File: src/rtl/cpu_pkg.sv
// Shared types and constants for the data-memory arbiter slice.
// Holds the arbiter state encoding, default bus width and wait-counter width.
package cpu_pkg;

    localparam int DEF_BUS_WIDTH = 16;
    localparam int WAIT_CNT_W    = 4;

    typedef enum logic [1:0] {
        S_IDLE   = 2'd0,
        S_CPU_RD = 2'd1,
        S_DBG_RD = 2'd2
    } arb_state_t;

endpackage

File: src/rtl/arb_wait_cnt.sv
// Saturating count of cycles a pending debug request has lost arbitration.
// Latency: sat is registered, valid the cycle after the losing cycle.
// Backpressure: none; inc/clr are sampled every cycle, clr dominates.
module arb_wait_cnt
    import cpu_pkg::*;
#(
    parameter int MAX_WAIT = 4
) (
    input  logic clk,
    input  logic reset,
    input  logic inc,
    input  logic clr,
    output logic sat
);

    logic [WAIT_CNT_W-1:0] cnt;

    assign sat = (cnt == WAIT_CNT_W'(MAX_WAIT));

    always_ff @(posedge clk) begin
        if (!reset) begin
            cnt <= '0;
        end else if (clr) begin
            cnt <= '0;
        end else if (inc && !sat) begin
            cnt <= cnt + 1'b1;
        end
    end

endmodule

File: src/rtl/dmem_arbiter.sv
// Shares the single-port sync-read data memory between CPU and debug port.
// Latency: one access issued per cycle, read data returns the next cycle.
// Backpressure: CPU held via cpu_stall; debug waits for dbg_gnt (bounded by MAX_WAIT).
module dmem_arbiter
    import cpu_pkg::*;
#(
    parameter int BUS_WIDTH = DEF_BUS_WIDTH,
    parameter int MAX_WAIT  = 4
) (
    input  logic                 clk,
    input  logic                 reset,
    input  logic                 cpu_req,
    input  logic                 cpu_we,
    input  logic [BUS_WIDTH-1:0] cpu_addr,
    input  logic [BUS_WIDTH-1:0] cpu_wdata,
    output logic [BUS_WIDTH-1:0] cpu_rdata,
    output logic                 cpu_stall,
    input  logic                 dbg_req,
    input  logic                 dbg_we,
    input  logic [BUS_WIDTH-1:0] dbg_addr,
    input  logic [BUS_WIDTH-1:0] dbg_wdata,
    output logic                 dbg_gnt,
    output logic                 dbg_rvalid,
    output logic [BUS_WIDTH-1:0] dbg_rdata,
    output logic                 mem_en,
    output logic                 mem_we,
    output logic [BUS_WIDTH-1:0] mem_addr,
    output logic [BUS_WIDTH-1:0] mem_wdata,
    input  logic [BUS_WIDTH-1:0] mem_rdata
);

    arb_state_t state, state_nxt;
    logic       wait_sat;
    logic       dbg_win, cpu_win;

    // Debug only beats a live CPU request once it has waited MAX_WAIT cycles.
    assign dbg_win = (state == S_IDLE) && dbg_req && (!cpu_req || wait_sat);
    assign cpu_win = (state == S_IDLE) && !dbg_win && cpu_req;

    arb_wait_cnt #(
        .MAX_WAIT (MAX_WAIT)
    ) u_wait_cnt (
        .clk   (clk),
        .reset (reset),
        .inc   (dbg_req && !dbg_win),
        .clr   (!dbg_req || dbg_win),
        .sat   (wait_sat)
    );

    always_ff @(posedge clk) begin
        if (!reset) begin
            state <= S_IDLE;
        end else begin
            state <= state_nxt;
        end
    end

    always_comb begin
        state_nxt = S_IDLE;
        if (dbg_win && !dbg_we) begin
            state_nxt = S_DBG_RD;
        end else if (cpu_win && !cpu_we) begin
            state_nxt = S_CPU_RD;
        end
    end

    // Every output is held at zero while reset is asserted.
    always_comb begin
        cpu_rdata  = '0;
        cpu_stall  = 1'b0;
        dbg_gnt    = 1'b0;
        dbg_rvalid = 1'b0;
        dbg_rdata  = '0;
        mem_en     = 1'b0;
        mem_we     = 1'b0;
        mem_addr   = '0;
        mem_wdata  = '0;
        if (reset) begin
            unique case (state)
                S_IDLE: begin
                    if (dbg_win) begin
                        dbg_gnt   = 1'b1;
                        cpu_stall = cpu_req;
                        mem_en    = 1'b1;
                        mem_we    = dbg_we;
                        mem_addr  = dbg_addr;
                        mem_wdata = dbg_wdata;
                    end else if (cpu_win) begin
                        cpu_stall = !cpu_we;
                        mem_en    = 1'b1;
                        mem_we    = cpu_we;
                        mem_addr  = cpu_addr;
                        mem_wdata = cpu_wdata;
                    end
                end
                S_CPU_RD: begin
                    cpu_rdata = mem_rdata;
                end
                S_DBG_RD: begin
                    dbg_rvalid = 1'b1;
                    dbg_rdata  = mem_rdata;
                    cpu_stall  = cpu_req;
                end
                default: begin
                    cpu_stall = 1'b0;
                end
            endcase
        end
    end

endmodule

File: config.mk
export PLATFORM = sky130hd
export DESIGN_NAME = dmem_arbiter
export DESIGN_NICKNAME = d
export VERILOG_FILES = /design/src/rtl/cpu_pkg.sv /design/src/rtl/arb_wait_cnt.sv /design/src/rtl/dmem_arbiter.sv
export SDC_FILE = /design/constraint.sdc
export NUM_CORES = 1
export LEC_CHECK = 0
export CORE_ASPECT_RATIO = 1.1
export CORE_MARGIN = 4
export CORE_UTILIZATION = 29
export DETAILED_ROUTE_END_ITERATION = 6
export GPL_TIMING_DRIVEN = 0
export MAX_ROUTING_LAYER = met4
export PLACE_DENSITY_LB_ADDON = 0.1
export SYNTH_ARGS = -nofsm -noshare
export SYNTH_HDL_FRONTEND = slang
export SYNTH_SLANG_ARGS = --single-unit
File: constraint.sdc
create_clock -name clk -period 4 [get_ports clk]
set_input_delay 0.8 -clock clk [delete_from_list [all_inputs] [get_ports clk]]
set_output_delay 0.8 -clock clk [all_outputs]
set_load 0.01 [all_outputs]
# Word-level counts from Yosys, hierarchy flattened
# Index checks and enable logic that the tools add are counted.
[classes]
n_reduce_logical = 19
n_eq_ne = 3
mux = 31
add_sub_neg = 1
bitwise = 1
[ops]
columns = ["op", "count"]
rows = [
  ["$mux W16", 12],
  ["$mux W1", 17],
  ["$logic_and A1 B1 Y1", 8],
  ["$logic_not A1 Y1", 6],
  ["$add A4 B1 Y4 const B", 1],
  ["$eq A4 B3 Y1 const B", 1],
  ["$reduce_or A2 Y1", 2],
  ["$eq A2 B1 Y1 const B", 1],
  ["$eq A2 B2 Y1 const B", 1],
  ["$logic_not A2 Y1", 1],
  ["$logic_or A1 B1 Y1", 2],
  ["$mux W2", 1],
  ["$pmux W1 S2", 1],
  ["$not A1 Y1", 1],
]
[word_totals]
elab_cells = 58
output_inout_bits = 69
input_bits = 86
ff_bits = 6

# Logic depth before layout (Yosys ltp)
# Gate-level depths: netlist of the first run.
[logic_depth]
depth_word = 10
mapped_depth = 6
ltp_nobuf = 5

# Cells and area by module
# Synthesis of the first run repeated with hierarchy kept, for this count alone.
[unflattened]
hier_cells = 205
hier_area_um2 = 1549.0
[modules_own_cells]
columns = ["mod", "seq_area_each_um2", "n_inst", "area_per_inst_um2", "cells_per_inst"]
rows = [
  ["dmem_arbiter", 40.0, 1, 1345.0, 179],
  ["arb_wait_cnt", 80.1, 1, 203.9, 26],
]

# Least setup slack after synthesis of the first run
# No wires, ideal clock.
[synth_timing]
kind = "input -> output"
start = "input reset"
end = "output mem_addr[0]"
required_ns = 3.200
path_slack_ns = 1.623
stages = 5
t_arrival_ns = 1.577
path_cell_list = "nor3b_2 buf_4 buf_6 nand2_1 o22ai_1"
[synth_between]
elab_chain_cells = 1
[synth_lines]
columns = ["item", "line", "text"]
rows = [
  ["start: declaration", "dmem_arbiter.sv:11", "input logic reset,"],
  ["$mux W16", "dmem_arbiter.sv:78", "if (reset) begin"],
  ["end: declaration", "dmem_arbiter.sv:27", "output logic [BUS_WIDTH-1:0] mem_addr,"],
]
# Every way passes these cells.

# Worst setup path in the final report of the first run
[layout_timing]
start = "input reset"
end = "output mem_wdata[10]"
[layout_between]
elab_chain_cells = 1
[layout_lines]
columns = ["item", "line", "text"]
rows = [
  ["$mux W16", "dmem_arbiter.sv:78", ""],
  ["end: declaration", "dmem_arbiter.sv:28", "output logic [BUS_WIDTH-1:0] mem_wdata,"],
]
# Every way passes these cells.

==> impl_metrics.env, run 1 <==
export IMPL_synth_seq_cells=6
export IMPL_wl_per_cell_um=13.2
export IMPL_critical_hold_path_startpoint="u_wait_cnt.cnt[1]"
export IMPL_crit_required_ps=3200
export IMPL_num_fill_cells=403
export IMPL_detail_route_wirelength_um=5290
export IMPL_grt_overflow=0
export IMPL_worst_hold_path_endpoint="u_wait_cnt.cnt[1]"
export IMPL_floorplan_die_width_um=71.5
export IMPL_die_y_um=77.9
export IMPL_fp_row_count=25
export IMPL_cts_tree="built"
export IMPL_tightestPinTransition_ps=379
export IMPL_hp_class="flip-flop to flip-flop"
export IMPL_fin_crit_ps=3590
export IMPL_drc=0
export IMPL_worst_setup_path_start_kind="input port"
export IMPL_ff_latch_area_um2=120
export IMPL_total_clock_buffers_created_by_cts=3
export IMPL_placement_io_buffers=154
export IMPL_slew_viol_final=0
export IMPL_drive_gt1_frac=0.133
export IMPL_gp_routability_congestion=0.776
export IMPL_pwr_share_seq=0.154
export IMPL_drtPass1Iterations=4
export IMPL_power_switching_fraction=0.307
export IMPL_ir_worst_vdd_mv=0.0862
export IMPL_setup_viol_count_final=0
export IMPL_detail_route_iter0_violations=36
export IMPL_cts_post_setup_buffers_inserted=0
export IMPL_antenna_nets_post_route=0
export IMPL_worst_ep_arrival_time_ps=2790
export IMPL_grt_pass1_wl_um=8090
export IMPL_worst_r2r_path_depth=5
export IMPL_worst_setup_path_end_kind="output port"
export IMPL_coreArea_mm2=0.00429
export IMPL_antenna_found_initial=0
export IMPL_grt_setup_unrepaired="false"
export IMPL_power_density_mw_per_mm2=139
export IMPL_clk_tree_root_cell="clkbuf_8"
export IMPL_syn_area_mm2=0.00129
export IMPL_synth_warnings=0
export IMPL_placed_area_mm2=0.00290
export IMPL_hold_viol_final=0
export IMPL_critical_path_max_stage_delay_ps=570
export IMPL_r2r_end="state[1]"
export IMPL_grt_start_max_net_pins=11
export IMPL_internal_power_uw=284
export IMPL_power_switching_uw=125
export IMPL_cts_clk_slew_worst_paths_ps=30
export IMPL_floorplan_initialDensity=0.300
export IMPL_final_design_instance_area_without_fill_mm2=0.00294
export IMPL_post_synth_num_cell_types=29
export IMPL_fin_skew_ps=1.70
export IMPL_proportion_of_synthesized_chip_area_in_sequential_cells=0.0933
export IMPL_r2r_slack_ps=2690
export IMPL_critPathSlowestCell="clkdlybuf4s50_1"
export IMPL_startpoint_of_the_worst_slack_reg_to_reg_timing_path="u_wait_cnt.cnt[0]"
export IMPL_cp_max_fo=10
export IMPL_cp_class="input port to output port"
export IMPL_power_leakage_nw=1.11
export IMPL_post_drt_via_cell_ratio=4.71
export IMPL_combPwrFrac=0.623
export IMPL_global_route_usage_total=0.181
export IMPL_synth_cells=190
export IMPL_hold_path_depth=2
export IMPL_clk_insertion_delay_late_ps=220
export IMPL_area_delta_synth_final_pct=128
export IMPL_routed_via_count=1887
export IMPL_layout_core_utilization=0.686
export IMPL_total_power_uw=409
export IMPL_syn_nets=278
export IMPL_final_period_utilization=0.897
export IMPL_antenna_diode_count=0
export IMPL_cts_sinks=6
export IMPL_syn_mean_instance_area_um2=6.78
export IMPL_ios=155
export IMPL_timing_max_slew_rel_slack=0.746
export IMPL_cts_buffer_depth=2
export IMPL_cts_htree_levels=1
export IMPL_outcome="finished, final reports clean"
export IMPL_achievable_frequency_mhz=279
export IMPL_setup_total_negative_slack_ps=0
export IMPL_cts_repair_resize_count=0
export IMPL_cp_cell_sequence="clkdlybuf4s50_1 > nor3b_2 > buf_4 > buf_6 > nand2_1 > o22ai_1 > clkdlybuf4s50_1"
export IMPL_place_hpwl_um=4540
export IMPL_max_cap_viol_count=0
export IMPL_multi_input_comb_area_mm2=0.00103
export IMPL_cts_hold_fix_buffers=0
export IMPL_clock_power_share=0.223
export IMPL_cell_with_the_most_instances_on_the_worst_path="clkdlybuf4s50_1"
export IMPL_grt_pass1_vias=1772
export IMPL_die_area_mm2=0.00557
export IMPL_nets=437
[state kept, by name, indices dropped and copies added, names as in the netlist]
signal	count
u_wait_cnt.cnt	4
state	2
[power by group through the flow]
stage                     registers (mW)  clock network [mW]  logic [mW]
after floorplan                   0.0637                   0       0.103
after global placement            0.0639                   0       0.255
after detailed placement          0.0640                   0       0.257
after CTS                         0.0631              0.0937       0.258
after global routing              0.0634              0.0979       0.274
final                             0.0631              0.0912       0.255
[kinds of logic (layout without fill, tap and decap cells)]
kind of cell    count (synthesis)  after routing  share of synthesized area
compound gates                 42             42                      0.317
fa+ha+maj                       2              2                     0.0194
flops                           6              6                     0.0933
buf+inv                        21            178                      0.104
mux                             1              1                    0.00777
simple gates                  118            118                      0.459
[cell type report]
type                    instances  share of cell area
plain buffers                  16              0.0392
repair buffers                154               0.525
clock buffers                   3              0.0141
well taps                      54              0.0230
multi-input cells             163               0.352
flip-flops and latches          6              0.0409
inverters                       5             0.00639
[critical path: cells and delay by family]
kind,cells,cell delay (ps)
simple gates,2,350
compound gates,1,140
buf+inv,4,1500
[metal layers]
metal | part of all wire | vias to the layer above | track usage
met4 | 0.011 | 0 | 0.0470
met5 | 0 | - | -
met3 | 0.11 | 4 | 0.0389
met2 | 0.49 | 116 | 0.330
li1 | - | 970 | -
met1 | 0.39 | 797 | 0.194
[worst max path at each step]
stage | from | end | slack [ps] | cells past startpoint
2_1_floorplan | reset | mem_addr[0] | 1620 | 5
3_3_place_gp | reset | mem_addr[3] | 410 | 7
3_5_place_dp | reset | mem_wdata[14] | 400 | 7
4_1_cts | reset | mem_wdata[10] | 400 | 7
5_1_grt | reset | mem_addr[11] | 280 | 7
6_report | reset | mem_wdata[10] | 410 | 7
[per-stage QoR]
step	hold WS, ps	setup WS, ps	cells
6_report	501	413	401
5_1_grt	541	280	401
4_1_cts	502	399	401
3_5_place_dp	496	403	398
3_3_place_gp	491	412	398
2_1_floorplan	474	1620	190
[synth_stat cells (all sizes together)]
library cell | n | area [um^2]
nand2 | 67 | 251
o22ai | 33 | 332
and2 | 32 | 200
buf | 15 | 111
dfxtp | 6 | 120
inv | 5 | 18.8
a21oi | 3 | 15.0
nand3 | 3 | 15.0
nor2 | 3 | 11.3
and3 | 2 | 12.5
ha | 2 | 25.0
nand3b | 2 | 27.5
nor3 | 2 | 10.0
nor3b | 2 | 25.0
nor4 | 2 | 12.5
o211ai | 2 | 15.0
o21ai | 2 | 32.5
a21boi | 1 | 7.51
a31oi | 1 | 6.26
and3b | 1 | 10.0
clkbuf | 1 | 3.75
mux2i | 1 | 10.0
nor4b | 1 | 8.76
or2 | 1 | 6.26
[cells in the final DEF, fill, tap and decap left out]
cell type	netlist	final
o22ai_1	13	13
clkbuf_8	0	3
ha_1	2	2
a21oi_1	3	3
a31oi_1	1	1
a21boi_1	1	1
nand3b_4	1	1
or2_1	1	1
nor3_1	2	2
and3_1	2	2
nor4_1	2	2
o21ai_4	2	2
buf_6	5	5
nand3b_1	1	1
o22ai_2	20	20
inv_1	3	3
clkbuf_1	1	1
and2_1	32	32
nor4b_1	1	1
and3b_2	1	1
buf_2	8	8
nand2_1	67	67
nand3_1	3	3
o211ai_1	2	2
dfxtp_1	6	6
clkdlybuf4s50_1	0	154
mux2i_1	1	1
inv_2	2	2
nor3b_2	2	2
buf_4	2	2
nor2_1	3	3
Note: power is estimated with default switching activity, not from simulation.
==> inputs of run 2 (changes only) <==
HOLD_SLACK_MARGIN = 0.03   (was default)
==> results of run 2 <==
Final layout, timing and power as in run 1 (identical DEF).
==> inputs of run 3 (changes only) <==
CORE_UTILIZATION = 30   (was 29)
CTS_BUF_LIST = sky130_fd_sc_hd__clkbuf_4 sky130_fd_sc_hd__clkbuf_8   (was default)
GPL_ROUTABILITY_DRIVEN = 0   (was default)
==> run 3 against run 2 <==
Critical path depth unchanged. Clock skew rose by 4.0 ps. Global-route usage up 2.7 points. Setup slack better by 7.0 ps. Combinational power is essentially flat. Critical path type unchanged. Highest routed layer unchanged.
==> impl_metrics.env, run 3 (synthesis gave the netlist of run 1 again) <==
export IMPL_fin_crit_ps=3580
export IMPL_cts_buffer_depth=2
export IMPL_ios=155
export IMPL_coreArea_mm2=0.00405
export IMPL_worst_ep_arrival_time_ps=2780
export IMPL_place_hpwl_um=5000
export IMPL_final_period_utilization=0.895
export IMPL_global_route_usage_total=0.208
export IMPL_grt_setup_unrepaired="false"
export IMPL_grt_pass1_vias=1926
export IMPL_tightestPinTransition_ps=380
export IMPL_worst_setup_path_end_kind="output port"
export IMPL_critical_path_max_stage_delay_ps=580
export IMPL_clk_insertion_delay_late_ps=220
export IMPL_hp_class="flip-flop to flip-flop"
export IMPL_antenna_nets_post_route=0
export IMPL_cts_tree="built"
export IMPL_grt_pass1_wl_um=8980
export IMPL_die_y_um=76.7
export IMPL_cts_hold_fix_buffers=0
export IMPL_drtPass1Iterations=4
export IMPL_floorplan_initialDensity=0.318
export IMPL_die_area_mm2=0.00540
export IMPL_cp_cell_sequence="clkdlybuf4s50_1 > nor3b_2 > buf_4 > buf_6 > nand2_1 > o22ai_1 > clkdlybuf4s50_1"
export IMPL_multi_input_comb_area_mm2=0.00103
export IMPL_antenna_found_initial=0
export IMPL_power_density_mw_per_mm2=140
export IMPL_hold_viol_final=0
export IMPL_r2r_slack_ps=2650
export IMPL_final_design_instance_area_without_fill_mm2=0.00294
export IMPL_max_cap_viol_count=0
export IMPL_timing_max_slew_rel_slack=0.746
export IMPL_critPathSlowestCell="clkdlybuf4s50_1"
export IMPL_outcome="finished, final reports clean"
export IMPL_worst_r2r_path_depth=5
export IMPL_fp_row_count=24
export IMPL_placement_io_buffers=154
export IMPL_routed_via_count=1952
export IMPL_floorplan_die_width_um=70.5
export IMPL_cts_repair_resize_count=0
export IMPL_fin_skew_ps=5.66
export IMPL_area_delta_synth_final_pct=128
export IMPL_achievable_frequency_mhz=279
export IMPL_timing_critical_path_max_delay_family="buffers and inverters"
export IMPL_crit_required_ps=3200
export IMPL_detail_route_iter0_violations=47
export IMPL_cp_class="input port to output port"
export IMPL_drive_gt1_frac=0.133
export IMPL_commonest_cells_after_routing_fill_and_taps_aside="clkdlybuf4s50_1 (154), nand2_1 (67), and2_1 (32)"
export IMPL_cts_sinks=6
export IMPL_setup_viol_count_final=0
export IMPL_cp_endpoint="mem_addr[1]"
export IMPL_largest_register="u_wait_cnt.cnt"
export IMPL_grt_start_max_net_pins=11
export IMPL_placed_area_mm2=0.00289
export IMPL_largest_register_ff_count=4
export IMPL_setup_total_negative_slack_ps=0
export IMPL_r2r_end="state[1]"
export IMPL_wl_per_cell_um=14.7
export IMPL_detail_route_wirelength_um=5860
export IMPL_power_leakage_nw=1.11
export IMPL_path_buf_inv=4
export IMPL_startpoint="reset"
export IMPL_clk_tree_root_cell="clkbuf_8"
export IMPL_cts_clk_slew_worst_paths_ps=30
export IMPL_cts_htree_levels=1
export IMPL_cts_post_setup_buffers_inserted=0
export IMPL_cp_max_fo=10
export IMPL_startpoint_of_the_worst_slack_reg_to_reg_timing_path="u_wait_cnt.cnt[0]"
export IMPL_cell_with_the_most_instances_on_the_worst_path="clkdlybuf4s50_1"
export IMPL_antenna_diode_count=0
export IMPL_worst_setup_path_start_kind="input port"
export IMPL_ff_latch_area_um2=120
export IMPL_drc=0
export IMPL_cp_num_cells=7
export IMPL_mostFrequentLayoutCell="clkdlybuf4s50_1"
export IMPL_ir_worst_vdd_mv=0.0873
export IMPL_grt_overflow=0
export IMPL_num_fill_cells=349
export IMPL_hold_path_depth=2
export IMPL_top_flop_regs="u_wait_cnt.cnt x4, state x2"
export IMPL_nets=437
export IMPL_post_drt_via_cell_ratio=4.89
export IMPL_slew_viol_final=0
export IMPL_total_clock_buffers_created_by_cts=3
run 3: cell counts in the layout (fill, tap and decap cells not counted):
No cell type changed its count.
run 3: layer usage:
layer,routed length [um],up-vias,global-route usage
li1,-,971,-
met1,2190,865,0.212
met2,3150,102,0.402
met3,362,14,0.0288
met4,163,0,0.0632
met5,0,-,-
run 3: report_power, final:
group          leakage, nW  internal [mW]  switching (mW)
clock               0.0216         0.0646          0.0250
sequential          0.0487         0.0616         0.00155
combinational         1.04          0.158          0.0999
total                 1.11          0.284           0.126
run 3: final cells by class:
class | count | area share
Multi-Input combinational cell | 163 | 0.352
Tap cell | 52 | 0.0222
Inverter | 5 | 0.00639
Clock buffer | 3 | 0.0141
Timing Repair Buffer | 154 | 0.525
Buffer | 16 | 0.0392
Sequential cell | 6 | 0.0409
run 3: how the worst min path moves through the flow:
| stage | end | slack (ps) | start |
|---|---|---|---|
| 6_report | u_wait_cnt.cnt[1] | 510 | u_wait_cnt.cnt[1] |
| 5_1_grt | u_wait_cnt.cnt[1] | 540 | u_wait_cnt.cnt[1] |
| 4_1_cts | u_wait_cnt.cnt[1] | 510 | u_wait_cnt.cnt[1] |
| 3_5_place_dp | u_wait_cnt.cnt[0] | 500 | u_wait_cnt.cnt[0] |
| 3_3_place_gp | u_wait_cnt.cnt[0] | 500 | u_wait_cnt.cnt[0] |
| 2_1_floorplan | u_wait_cnt.cnt[0] | 470 | u_wait_cnt.cnt[0] |
run 3: worst min-delay path: stages, from the launching register on:
cell	delay [ps]
dfxtp_1	330
nand3_1	70
a21oi_1	60
run 3: metrics by stage:
| stage | instances | worst slack, ps | util | power [mW] | hold WS, ps |
|---|---|---|---|---|---|
| floorplan | 190 | 1620 | - | 0.167 | 474 |
| global placement | 396 | 432 | 0.714 | 0.318 | 495 |
| detailed placement | 396 | 395 | 0.714 | 0.322 | 500 |
| CTS | 399 | 384 | 0.724 | 0.413 | 511 |
| global route | 399 | 312 | 0.724 | 0.435 | 537 |
| finish | 399 | 420 | 0.724 | 0.410 | 512 |
